[src/rtl/text_display_sequencer.sv]
`default_nettype none
// ============================================================================
//  Module   : text_display_sequencer
//  Purpose  : Steps through NUM_MSG text slots, driving an external display
//             timer per slot, with skip, abort, looping and pass counting.
//  Revision : 1.0  initial release
// ============================================================================
module text_display_sequencer #(
    parameter int NUM_MSG = 4,
    parameter int IDX_W   = 2
) (
    input  logic             clk,
    input  logic             reset,
    input  logic             start,
    input  logic             stop,
    input  logic             skip,
    input  logic             loop_mode,
    input  logic             timer_done,
    output logic             timer_enable,
    output logic             timer_clear,
    output logic             display_on,
    output logic [IDX_W-1:0] msg_index,
    output logic             busy,
    output logic             seq_done,
    output logic [7:0]       pass_count
);

    typedef enum logic [2:0] {
        S_IDLE = 3'd0,
        S_LOAD = 3'd1,
        S_SHOW = 3'd2,
        S_NEXT = 3'd3,
        S_DONE = 3'd4
    } state_t;

    localparam logic [IDX_W-1:0] C_LAST_IDX = IDX_W'(NUM_MSG - 1);
    localparam logic [IDX_W-1:0] C_IDX_ONE  = IDX_W'(1);

    state_t           r_state;
    state_t           w_state_next;
    logic [IDX_W-1:0] r_msg_index;
    logic [IDX_W-1:0] w_msg_index_next;
    logic [7:0]       r_pass_count;
    logic [7:0]       w_pass_count_next;

    // State, slot index and pass counter registers; reset acts immediately.
    always_ff @(posedge clk or posedge reset) begin
        if (reset) begin
            r_state      <= S_IDLE;
            r_msg_index  <= '0;
            r_pass_count <= 8'd0;
        end else begin
            r_state      <= w_state_next;
            r_msg_index  <= w_msg_index_next;
            r_pass_count <= w_pass_count_next;
        end
    end

    // Next-state, next-index and pass-count update; stop aborts any active phase.
    always_comb begin
        w_state_next      = r_state;
        w_msg_index_next  = r_msg_index;
        w_pass_count_next = r_pass_count;
        case (r_state)
            S_IDLE: begin
                if (start) begin
                    w_state_next     = S_LOAD;
                    w_msg_index_next = '0;
                end
            end
            S_LOAD: begin
                if (stop) begin
                    w_state_next     = S_IDLE;
                    w_msg_index_next = '0;
                end else begin
                    w_state_next = S_SHOW;
                end
            end
            S_SHOW: begin
                if (stop) begin
                    w_state_next     = S_IDLE;
                    w_msg_index_next = '0;
                end else if (timer_done || skip) begin
                    // Simultaneous skip and expiry collapse into a single advance.
                    w_state_next = S_NEXT;
                end
            end
            S_NEXT: begin
                if (stop) begin
                    w_state_next     = S_IDLE;
                    w_msg_index_next = '0;
                end else if (r_msg_index != C_LAST_IDX) begin
                    w_state_next     = S_LOAD;
                    w_msg_index_next = r_msg_index + C_IDX_ONE;
                end else begin
                    // Last slot finished: a full pass is complete (8-bit wrap is intended).
                    w_pass_count_next = r_pass_count + 8'd1;
                    if (loop_mode) begin
                        w_state_next     = S_LOAD;
                        w_msg_index_next = '0;
                    end else begin
                        w_state_next = S_DONE;
                    end
                end
            end
            S_DONE: begin
                w_state_next     = S_IDLE;
                w_msg_index_next = '0;
            end
            default: begin
                w_state_next     = S_IDLE;
                w_msg_index_next = '0;
            end
        endcase
    end

    // Moore output decode from the registered state only.
    always_comb begin
        timer_clear  = (r_state == S_LOAD);
        timer_enable = (r_state == S_SHOW);
        display_on   = (r_state == S_LOAD) || (r_state == S_SHOW) || (r_state == S_NEXT);
        seq_done     = (r_state == S_DONE);
        busy         = (r_state != S_IDLE);
    end

    assign msg_index  = r_msg_index;
    assign pass_count = r_pass_count;

endmodule
`default_nettype wire

[config.mk]
export PLATFORM = sky130hd
export DESIGN_NAME = text_display_sequencer
export DESIGN_NICKNAME = d
export VERILOG_FILES = /design/src/rtl/text_display_sequencer.sv
export SDC_FILE = /design/constraint.sdc
export NUM_CORES = 1
export LEC_CHECK = 0
export ABC_AREA = 1
export BUFFER_PORTS_ARGS = -buffer_cell sky130_fd_sc_hd__buf_2
export CORE_MARGIN = 10
export CORE_UTILIZATION = 53
export CTS_CLUSTER_DIAMETER = 40
export DETAILED_ROUTE_END_ITERATION = 10
export GPL_TIMING_DRIVEN = 0
export MAX_ROUTING_LAYER = met4
export PLACE_DENSITY = 0.81
export SETUP_SLACK_MARGIN = 0.2
export SYNTH_ARGS = -nofsm -noshare
export SYNTH_HDL_FRONTEND = slang
export SYNTH_SLANG_ARGS = --single-unit
[constraint.sdc]
create_clock -name clk -period 2.9 [get_ports clk]
set_clock_uncertainty 0.05 [all_clocks]
set_input_delay 0.58 -clock clk [delete_from_list [all_inputs] [get_ports clk]]
set_output_delay 0.58 -clock clk [all_outputs]
set_load 0.1 [all_outputs]
==> metrics.md <==
| Metric | Value |
|---|---|
| Average vias per placed instance | `5.01` |
| CP max FO | `5` |
| CP required | `2.27 ns` |
| Reg-to-reg startpoint | `msg_index[0]` |
| CP max stage cell | `buf_2` |
| Slew HR | `0.673` |
| Setup TNS | `0 ns` |
| Mean Syn Cell Area | `7.72 sq um` |
| Post-detail-place hpwl | `1.42 mm` |
| Post-CTS sizing | `0` |
| Layout cells sized above 1 | `0.283` |
| Commonest cells after routing, fill and taps aside | `nand2_1 (31), buf_2 (21), inv_1 (18), dfrtp_1 (13)` |
| Post-Syn Nets | `111` |
| # diodes | `0` |
| Layout fillers | `121` |
| Design Area, Final | `942 sq um` |
| Longest Clk Path Bufs | `2` |
| Leakage power | `0.613 nW` |
| Endpoint class of the critical path | `output pin` |
| Port Buffers | `21` |
| Endpoints failing setup | `0` |
| Nets@finish | `137` |
| DRC viols | `0` |
| Setup bufs post-CTS | `0` |
| Wire per inst | `12.6 microns` |
| Number of global-route vias before repair | `729` |
| Crit Path Class | `flop to output pin` |
| Clock Latency Late Sink | `0.28 ns` |
| Antenna-violating nets left | `0` |
| CTS root buf | `clkbuf_4` |
| Chip width | `58.5 microns` |
| Worst Setup Start Kind | `flop` |
| TritonCTS clock tree | `done` |
| Area grow syn2layout | `19.7%` |
| GPL Wtd Cong | `0.864` |
| Final hold viol count | `0` |
| First-pass GRT wire length | `3.12 mm` |
| Antenna violations before repair | `0` |
| Outcome | `complete, no violations` |
| Ports | `22` |
| Crit path DAT | `1.48 ns` |
| Yosys cell types | `19` |
| Fmax | `475 MHz` |
| Hold Crit Class | `primary input to asynchronous set/reset pin` |
| Die height | `58.5 microns` |
| Register Area | `325 sq um` |
| RSZ-0062 raised after global routing | `no` |
| Row count | `13` |
| Post-Place Cell Area | `916 sq um` |
| Commonest non-fill, non-tap cell in the layout | `nand2_1` |
| Syn. warnings | `0` |
| Actual slew at the worst max-slew pin | `0.494 ns` |
| Power Dens Cells | `769 mW/mm^2` |
| Cell Chain, Critical Path | `inv_2 > nand3_1 > inv_1 > buf_2` |
| Clk slew on worst S/H paths | `0.07 ns` |
| Sequential area share after synthesis | `0.413` |
| Htree depth | `1` |
| CTS sink count | `13` |
| CP Launch Point | `r_state[2]` |
| Multi-input gate area | `395 sq um` |
| GR Util All Layers | `0.115` |
| Post-route minimum period | `2.11 ns` |
| Setup slack, reg-to-reg | `1.55 ns` |
| Flops & latches, synth | `13` |
| Core ar. | `0.00135 sq mm` |
| Max-cap viol count | `0` |
| DRT Pass-1 Iters | `4` |
| Initial Util | `0.583` |
| Die area | `0.00343 sq mm` |
| Final WL | `1.79 mm` |
| CTS buffer count | `3` |
| Largest net degree at the start of global routing | `14` |
| Maximum VDD drop | `517 uV` |
| Crit share post-route | `0.726` |
| Crit path largest cell delay | `0.43 ns` |
| Hold_buf cts | `0` |
| Mapped Cells | `102` |
| DRT iter0 DRCs | `16` |
| Grt total ovfl | `0` |
| Slew Limit Fails | `0` |
| DR vias | `711` |
| Syn Std Cell Area | `787 sq um` |
## logic make-up (layout without fill, tap and decap cells)
logic type | count (synthesis) | in the layout | synth area share
DFF | 13 | 13 | 0.413
xor gates and xnor gates | 3 | 3 | 0.0334
AOI/OAI and AO/OA | 4 | 4 | 0.0350
adders and majority gates | 2 | 2 | 0.0318
buffers and inverters | 19 | 44 | 0.0906
and+or+nand+nor | 61 | 61 | 0.396
## area by class of cell
| cell class | count | area share |
|---|---|---|
| clock buffers | 4 | 0.0279 |
| flip-flops and latches | 13 | 0.345 |
| multi-input cells | 70 | 0.420 |
| inverters | 19 | 0.0757 |
| repair buffers | 21 | 0.112 |
| well taps | 15 | 0.0199 |
## cells in the mapped netlist
library cell | n | area (sq um)
nand2_1 | 31 | 116
inv_1 | 18 | 67.6
dfrtp_1 | 13 | 325
nand3_1 | 8 | 40.0
nor2_1 | 8 | 30.0
nand4_1 | 4 | 25.0
ha_1 | 2 | 25.0
nand2_4 | 2 | 22.5
nor2_2 | 2 | 12.5
nor3_1 | 2 | 10.0
o21ai_0 | 2 | 10.0
o21ai_2 | 2 | 17.5
xnor2_1 | 2 | 17.5
inv_2 | 1 | 3.75
nand2_2 | 1 | 6.26
nand3_4 | 1 | 17.5
nor2_4 | 1 | 11.3
nor2_8 | 1 | 20.0
xor2_1 | 1 | 8.76
## sequential cells by signal, indices dropped and copies added, names as in the netlist
| signal | cells |
|---|---|
| msg_index | 2 |
| pass_count | 8 |
| r_state | 3 |
## where the power goes
group	switching, mW	total, mW	internal, mW
Sequential	0.0263	0.222	0.196
Clock	0.0576	0.111	0.0534
Combinational	0.331	0.391	0.0600
## worst max-delay path, delay by kind of cell, from the launching register on
family / cells / cell delay (ns)
buffers and inverters: 3 / 0.67
AND/OR/NAND/NOR: 1 / 0.14
flip-flops: 1 / 0.39
## per-stage QoR
stage	power, mW	setup slack (ns)	hold slack, ns	std cells	utilization
2_1_floorplan	0.555	0.492	0.407	102	-
3_3_place_gp	0.608	1.15	0.442	138	0.678
3_5_place_dp	0.616	1.12	0.458	138	0.678
4_1_cts	0.727	0.806	0.266	142	0.698
5_1_grt	0.763	0.689	0.276	142	0.698
6_report	0.725	0.795	0.251	142	0.698
## routing by layer
layer	up-vias	share of wire	track usage	routed length, microns
met5	-	0	-	0
met4	0	0.025	0.0638	44
met3	5	0.077	0.0279	138
met2	24	0.49	0.190	870
met1	315	0.41	0.123	734
li1	367	-	-	-
## worst paths after layout
check                                 to  cells past startpoint
max                         timer_enable                      4
min                        pass_count[1]                      2
max reg2reg                pass_count[5]                      6
min reg2reg                 msg_index[1]                      2
max in group asynchronous   msg_index[0]                      2
min in group clk            msg_index[1]                      2
Power figures use the tool's default switching activity.
